===== config.mk =====
export PLATFORM = sky130hd
export DESIGN_NAME = seq_pattern_detector
export DESIGN_NICKNAME = d
export VERILOG_FILES = /design/src/rtl/seq_det_pkg.sv /design/src/rtl/seq_det_hist.sv /design/src/rtl/seq_pattern_detector.sv
export SDC_FILE = /design/constraint.sdc
export NUM_CORES = 1
export LEC_CHECK = 0
export ABC_AREA = 1
export ABC_CLOCK_PERIOD_IN_PS = 1000
export BUFFER_PORTS_ARGS = -buffer_cell sky130_fd_sc_hd__clkbuf_2
export CORE_AREA = 5 5 42 44
export DETAILED_ROUTE_END_ITERATION = 8
export DIE_AREA = 0 0 47 49
export GPL_ROUTABILITY_DRIVEN = 0
export PLACE_DENSITY = 0.5
export SLEW_MARGIN = 20
export SYNTH_ARGS = -nofsm -noshare
export SYNTH_HDL_FRONTEND = slang
export SYNTH_SLANG_ARGS = --single-unit

===== constraint.sdc =====
create_clock -name clk_i -period 1 [get_ports clk_i]
set_input_delay 0.15 -clock clk_i [delete_from_list [all_inputs] [get_ports clk_i]]
set_output_delay 0.15 -clock clk_i [all_outputs]
set_load 0.005 [all_outputs]

===== src/rtl/seq_det_pkg.sv =====
// Shared constants and helpers for the serial pattern detector.
package seq_det_pkg;

  localparam int unsigned MATCH_CNT_W      = 16;
  localparam int unsigned DEF_DETECT_WIDTH = 5;
  localparam logic [DEF_DETECT_WIDTH-1:0] DEF_PATTERN = 5'b10110;

  // Width of a counter that must hold values 0..w inclusive.
  function automatic int unsigned fill_width(int w);
    return $clog2(w + 1);
  endfunction

endpackage


===== src/rtl/seq_det_hist.sv =====
// Bit history shift register with a saturating fill counter; clr_i empties the fill
// count on the same edge that would otherwise load fill_nxt_c.
module seq_det_hist
  import seq_det_pkg::*;
#(
  parameter int unsigned W = DEF_DETECT_WIDTH,
  localparam int unsigned FW = fill_width(int'(W))
) (
  input  logic          clk_i,
  input  logic          rst_ni,
  input  logic          data_i,
  input  logic          clr_i,
  output logic [W-1:0]  hist_nxt_c,
  output logic [FW-1:0] fill_nxt_c
);

  logic [W-1:0]  hist_q;
  logic [FW-1:0] fill_q;

  // Next history / fill values as seen after the current edge.
  always_comb begin
    hist_nxt_c = {hist_q[W-2:0], data_i};
    fill_nxt_c = (fill_q == FW'(W)) ? fill_q : fill_q + FW'(1);
  end

  always_ff @(posedge clk_i or negedge rst_ni) begin
    if (!rst_ni) begin
      hist_q <= '0;
      fill_q <= '0;
    end else begin
      hist_q <= hist_nxt_c;
      fill_q <= clr_i ? '0 : fill_nxt_c;
    end
  end

endmodule


===== src/rtl/seq_pattern_detector.sv =====
// Serial pattern detector with overlapping/non-overlapping match modes.
// Optional saturating match counter on match_cnt_o when SEQ_DET_MATCH_CNT_EN is defined.
module seq_pattern_detector
  import seq_det_pkg::*;
#(
  parameter int unsigned               DETECT_WIDTH = DEF_DETECT_WIDTH,
  parameter logic [DETECT_WIDTH-1:0]   PATTERN      = DETECT_WIDTH'(DEF_PATTERN),
  parameter bit                        OVERLAPPING  = 1'b1
) (
  input  logic                   clk_i,
  input  logic                   rst_ni,
  input  logic                   data_i,
  output logic                   detected_o
`ifdef SEQ_DET_MATCH_CNT_EN
  ,
  output logic [MATCH_CNT_W-1:0] match_cnt_o
`endif
);

  localparam int unsigned FW = fill_width(int'(DETECT_WIDTH));

  generate
    if (DETECT_WIDTH < 2 || DETECT_WIDTH > 32) begin : g_bad_width
      $error("seq_pattern_detector: DETECT_WIDTH must be in 2..32");
    end
  endgenerate

  logic [DETECT_WIDTH-1:0] hist_nxt_c;
  logic [FW-1:0]           fill_nxt_c;
  logic                    match_c;
  logic                    clr_c;

  seq_det_hist #(
    .W (DETECT_WIDTH)
  ) u_hist (
    .clk_i      (clk_i),
    .rst_ni     (rst_ni),
    .data_i     (data_i),
    .clr_i      (clr_c),
    .hist_nxt_c (hist_nxt_c),
    .fill_nxt_c (fill_nxt_c)
  );

  // Fill gating keeps reset-state history from matching all-zero patterns.
  always_comb begin
    match_c = (fill_nxt_c == FW'(DETECT_WIDTH)) && (hist_nxt_c == PATTERN);
    clr_c   = match_c && !OVERLAPPING;
  end

  always_ff @(posedge clk_i or negedge rst_ni) begin
    if (!rst_ni) begin
      detected_o <= 1'b0;
    end else begin
      detected_o <= match_c;
    end
  end

`ifdef SEQ_DET_MATCH_CNT_EN
  always_ff @(posedge clk_i or negedge rst_ni) begin
    if (!rst_ni) begin
      match_cnt_o <= '0;
    end else if (match_c && (match_cnt_o != '1)) begin
      match_cnt_o <= match_cnt_o + MATCH_CNT_W'(1);
    end
  end
`endif

endmodule


# Yosys cells after proc, flatten, opt, wreduce, memory -nomap -nowiden
# Cells that the tools add are included.
# word_totals
regBits,8
inputBits,3
output_inout_bits,1
wordCells,9
# classes
addsub,1
n_mux,1
n_eq_ne,3
reduce_logical,1
# ops
operator,n
3-bit == test (second input constant),2
5-bit == test (second input constant),1
3-bit by 1-bit adder with 3-bit output (second input constant),1
3-bit 2-to-1 mux,1
1-bit logical AND,1

# Depth between registers and ports, before layout
# Gate-level depths: netlist (run 1).
# depth
depth_word,4
mapped_depth,5
depth_no_buf,5

# Hierarchy
# Synthesis (run 1) repeated with hierarchy kept, for this count alone.
# unflattened
cells_unflattened,43
area_unflattened_um2,359.1
# modules_own_cells
mod,seq_area_each_um2,area_per_inst_um2,instances,cells_each
seq_det_hist,175.2,290.3,1,31
seq_pattern_detector,25.0,68.8,1,12

# Worst setup path after synthesis (run 1)
# Ideal clock, no wire load.
# synth_timing
path_kind,reg-to-reg
startpoint,register (tool-made name)
endpoint,register u_hist.fill_q[0]
arrival_ns,0.788
setup_time_ns,0.124
path_slack_ns,0.088
period_less_slack_ns,0.912
stages_incl_launch_ff,5
path_cell_list,dfrtp_1 -> inv_1 -> ha_1 -> nand2_2 -> xor2_1
# synth_lines
item,line_no,rtl
"end signal, assigned",seq_det_hist.sv:32,fill_q <= clr_i ? '0 : fill_nxt_c;
"end, declared",seq_det_hist.sv:18,logic [FW-1:0] fill_q;

==> impl_metrics.csv, run 1 <==
group,metric,value,unit
synth,syn_area,313,um^2
sta,hold_viol_final,0,
synth,synth_most_common_cell,"dfrtp_1",
sta,final_max_slew_viol_count,0,
floorplanning,die_y,49,um
sta,setup_viol,0,
global_routing,grt_pass1_wl,752,um
global_routing,grt_usage,4.97,%
pwr,vdd.ir_drop.worst,720,uV
setup_path,end_kind,"flip-flop",
floorplanning,fp-row-count,14,
synth,synth_edf_count,0,
finish,area_growth,24.0,%
global_routing,overflow,0,
hold_path,hold_class,"in -> reg",
synth,synth_top_cell_by_area,"dfrtp_1",
setup_path,critPathRequiredTime,1130,ps
synth,synth_top_area_share,64.0,%
sta,worstMarginPinSlew,193,ps
global_routing,grt_max_degree,9,
sta,clock_skew,3.24,ps
setup_path,arrival,1080,ps
finish,fin_nets,45,
finish,num_antenna_cells,0,
placement,io_buffers,3,
synth,async_flop_share,100,%
setup_path,crit_path_max_fanout,4,
cts,htreeDepth,1,
pwr,p_leak,0.000203,uW
synth,ys_warn_count,0,
synth,yosysSeqAreaShare,64.0,%
cts,ctsRootBufferMaster,"clkbuf_4",
floorplanning,die_width,47,um
cts,cts.path.max_buffers,2,
synth,synthFlopType,"dfrtp_1",
sta,grt_setup_unrepaired,"no",
synth,synth-simple-area-share,15.2,%
routing,drt_pass1_iterations,4,
sta,layout_min_cycle_time,953,ps
synth,synth.cells.most_frequent,"8 x dfrtp_1, 7 x inv_1, 7 x nand2_1, 2 x ha_1",
floorplanning,core_area,1400,um^2
routing,dr.first_iter.drc_count,5,
synth,yosys.area_share.xor_xnor,2.80,%
global_routing,antenna_found_initial,0,
finish,final_layout_size_suffix_gt1_share,26.3,%
routing,avgViaCountPerCell,3.41,
cts,cts_tree,"built",
routing,wl_per_cell,7.98,um
cts,clkLatencyLatePin,250,ps
synth,synthAdderAreaFrac,8.00,%
synth,syn-instance-count,30,
floorplanning,ios,4,
synth,synth_nets,35,
synth,synthMuxAreaShare,0,%
setup_path,path_class,"reg -> reg",
cts,cts_buffers,3,
floorplanning,die-area,2300,um^2
synth,synth.area.top_cells,"dfrtp_1 64%, inv_1 8.4%, nand2_1 8.4%",
sta,max_slew_margin,87.1,%
cts,clk_pin_slew,50,ps
routing,vias,184,
synth,synth_compound_area_share,1.60,%
pwr,power.density,1540,nW/um^2
outcome,status,"completed",
cts,cts_sinks,8,
routing,drc,0,
synth,synth_cell_types,10,
flow_run,maxCapViolCount,0,
synth,synth_top_family_by_area,"simple AND/OR/NAND/NOR gates",
placement,dp.final_hpwl,314,um
floorplanning,initial_core_util,22.3,%
routing,ant_nets,0,
synth,ys_ff_latch,8,
setup_path,crit_path_start_kind,"flip-flop",
sta,tns,0,ps
sta,timing.final.crit_share,95.3,%
global_routing,grt_pass1_vias,179,
sta,worst_hold_slack,24.4,ps
synth,avgSynthCellArea,10.4,um^2
sta,fmax,1.05,GHz
routing,wl,431,um
[worst paths after layout]
kind                                       startpoint  slack [ps]                    endpoint  depth (start not counted)
min in group asynchronous                      rst_ni         270  u_hist.hist_q[3]$_DFF_PN0_                          2
max reg2reg                                 flip-flop          50  u_hist.fill_q[0]$_DFF_PN0_                          4
max in group asynchronous                      rst_ni         550  u_hist.hist_q[1]$_DFF_PN0_                          2
min reg2reg                u_hist.hist_q[0]$_DFF_PN0_         370  u_hist.hist_q[1]$_DFF_PN0_                          0
max                                         flip-flop          50  u_hist.fill_q[0]$_DFF_PN0_                          4
min                                            data_i          20  u_hist.hist_q[0]$_DFF_PN0_                          1
[routing by layer]
metal | up-vias | GRT usage, % | share of wire (%)
li1 | 104 | - | -
met1 | 73 | 6.32 | 52
met2 | 7 | 5.43 | 36
met3 | 0 | 5.54 | 12
met4 | 0 | 1.38 | 0
met5 | - | 0 | 0
[repair_timing]
action / 4_1_cts / 5_1_grt
setup endpoints to repair: 0 / 1
setup buffers: 0 / 1
hold buffers: 1 / 0
endpoints found under the hold margin: 8 / 0
resized for setup: 0 / 1
[placed cells by master, fill, tap and decap left out, types with 2 or more instances in the layout]
master    instances
clkbuf_4          3
ha_1              2
nand2_1           7
clkbuf_2          3
dfrtp_1           8
inv_1             6
[stage by stage]
step | setup WS [ps] | area, um^2 | util, % | power [uW] | cells
after detailed placement | 36.0 | 348 | 24.8 | 361 | 49
final | 46.6 | 388 | 27.7 | 599 | 54
after CTS | 23.1 | 380 | 27.1 | 610 | 53
after global routing | 5.33 | 388 | 27.7 | 633 | 54
after global placement | 44.7 | 348 | 24.8 | 361 | 49
after floorplan | 88.4 | 313 | - | 348 | 30
[kinds of logic (layout without fill, tap and decap cells)]
logic type	count (synthesis)	after routing
buffers and inverters	7	15
XOR/XNOR	1	1
adder cells (fa/ha/maj)	2	2
flip-flops	8	8
AO/OA/AOI/OAI	1	1
AND/OR/NAND/NOR	11	11
[report_power, final]
group / switching, uW / internal, uW
sequential: 3.63 / 333
combinational: 11.9 / 8.77
clock: 105 / 137
[area by class of cell]
class / count / area (um^2)
flip-flops and latches: 8 / 200
multi-input cells: 15 / 86.3
inverters: 7 / 26.3
well taps: 16 / 20.0
fillers: 154 / 1010
clock buffers: 3 / 22.5
repair buffers: 5 / 32.5
[critical path: stages, from the launching register on]
cell	delay, ps
dfrtp_1	400
inv_2	70
ha_1	140
nand2_2	80
xor2_1	150
(Power assumes the default switching activity.)
==> run 2, diff against run 1 <==
--- a/config.mk
+++ b/config.mk
@@ -13,6 +13,8 @@
 export DIE_AREA = 0 0 47 49
 export GPL_ROUTABILITY_DRIVEN = 0
 export PLACE_DENSITY = 0.5
+export RECOVER_POWER = 25
+export SETUP_SLACK_MARGIN = 0.4
 export SLEW_MARGIN = 20
 export SYNTH_ARGS = -nofsm -noshare
 export SYNTH_HDL_FRONTEND = slang
==> impl_metrics.csv, run 2 (synthesized netlist as in run 1, its figures left out) <==
group,metric,value,unit
routing,drt_pass1_iterations,3,
placement,place_area,360,um^2
sta,tns,0,ps
sta,grt_setup_unrepaired,"yes",
finish,regArea,201,um^2
sta,clock_skew,2.26,ps
setup_path,cp_slowest_cell,"dfrtp_2",
sta,layout_min_cycle_time,941,ps
global_routing,overflow,0,
sta,final_max_slew_viol_count,0,
pwr,clockPowerShare,40.4,%
setup_path,path_depth,4,
setup_path,crit_chain,"ha_4 -> inv_2 -> nand2_1 -> o21ai_1",
pwr,power_switching_share,20.3,%
routing,wl_per_cell,8.56,um
finish,area_growth,32.4,%
global_routing,grt_max_degree,9,
routing,avgViaCountPerCell,3.84,
global_routing,grt_pass1_vias,210,
pwr,power.density,1450,nW/um^2
setup_path,crit_family,"flip-flops",
finish,fillers,159,
setup_path,cpPeakStageDelay,440,ps
finish,final_layout_size_suffix_gt1_share,33.3,%
pwr,p_int,478,uW
setup_path,regToRegStartpoint,"u_hist.fill_q[0]$_DFF_PN0_",
floorplanning,die-area,2300,um^2
cts,cts_tree,"built",
cts,ctsRootBufferMaster,"clkbuf_4",
pwr,combPwrFrac,3.5,%
finish,num_antenna_cells,0,
sta,worstMarginPinSlew,424,ps
cts,cts_sinks,8,
floorplanning,initial_core_util,22.3,%
placement,dp.final_hpwl,327,um
setup_path,arrival,1080,ps
hold_path,hold_path_end,"u_hist.hist_q[0]$_DFF_PN0_",
pwr,p_leak,0.000205,uW
cts,cts.path.max_buffers,2,
global_routing,antenna_found_initial,0,
finish,final_cell_mix,"7 x nand2_1, 7 x dfrtp_1, 5 x inv_1, 3 x clkbuf_4",
floorplanning,die_y,49,um
cts,cts_buffers,3,
setup_path,critPathBufInv,1,
pwr,p_seq_share,56.1,%
sta,max_slew_margin,71.7,%
sta,hold_viol_final,0,
routing,drc,0,
finish,fin_nets,46,
sta,worst_hold_slack,44.8,ps
global_routing,grt_usage,5.67,%
setup_path,crit_path_start_kind,"flip-flop",
global_routing,grt_pass1_wl,869,um
floorplanning,ios,4,
hold_path,hold_class,"in -> reg",
setup_path,crit_path_max_fanout,3,
outcome,status,"completed",
setup_path,path_class,"reg -> reg",
routing,ant_nets,0,
setup_path,end_kind,"flip-flop",
setup_path,rr_worst_depth,4,
hold_path,min_from,"data_i",
sta,timing.final.crit_share,94.1,%
floorplanning,die_width,47,um
finish,final_area,414,um^2
setup_path,critPathRequiredTime,1140,ps
routing,dr.first_iter.drc_count,3,
floorplanning,fp-row-count,14,
setup_path,regToRegSetupSlack,60,ps
cts,clkLatencyLatePin,250,ps
hold_path,hold_path_depth,1,
pwr,finalPower,600,uW
finish,multi_input_area,106,um^2
routing,vias,211,
pwr,p_switching,122,uW
cts,htreeDepth,1,
routing,wl,471,um
cts,clk_pin_slew,50,ps
sta,setup_viol,0,
flow_run,maxCapViolCount,0,
pwr,vdd.ir_drop.worst,796,uV
placement,io_buffers,3,
sta,fmax,1.06,GHz
floorplanning,core_area,1400,um^2
-- run 2: worst max path at each step --
stage / from / slack [ps] / endpoint
floorplan: u_hist.fill_q[0]$_DFF_PN0_ / 90 / flip-flop
global placement: flip-flop / 50 / u_hist.fill_q[0]$_DFF_PN0_
detailed placement: flip-flop / 50 / u_hist.fill_q[0]$_DFF_PN0_
CTS: u_hist.fill_q[0]$_DFF_PN0_ / 50 / flip-flop
global route: flip-flop / 30 / flip-flop
finish: u_hist.fill_q[0]$_DFF_PN0_ / 60 / flip-flop
-- run 2: cell type report --
class                      count  share of cell area [%]
timing repair buffer           6                    9.06
tap                           16                    4.83
inverter                       7                    6.34
clock buffer                   3                    5.44
sequential                     8                    48.6
multi-input combinational     15                    25.7
-- run 2: metal layers --
metal  share of wire, %  vias to the layer above  wire length, um  global-route usage (%)
li1                   -                      108                -                       -
met1                 49                       97              230                    6.97
met2                 42                        6              199                    6.33
met3                8.7                        0               41                    5.54
met4                  0                        0                0                    2.76
met5                  0                        -                0                       0
-- run 2: stage by stage --
step	utilization (%)	instances	setup slack (ps)
floorplan	-	30	93.0
global route	29.6	55	33.8
global placement	25.7	49	53.0
finish	29.6	55	59.5
CTS	28.9	54	54.4
detailed placement	25.7	49	54.8
-- run 2: repair_timing --
action / 4_1_cts / 5_1_grt
hold buffers: 1 / 0
setup buffers: 1 / 1
setup endpoints to repair: 5 / 5
pin swaps: 0 / 2
resized for setup: 1 / 3
hold endpoints to repair: 8 / 0
-- run 2: power groups by stage --
stage               Combinational (uW)  Clock [uW]  Sequential, uW
detailed placement                19.0           0             342
global route                      24.8         278             338
finish                            20.9         243             337
global placement                  19.0           0             342
CTS                               22.2         262             337
floorplan                         7.02           0             341
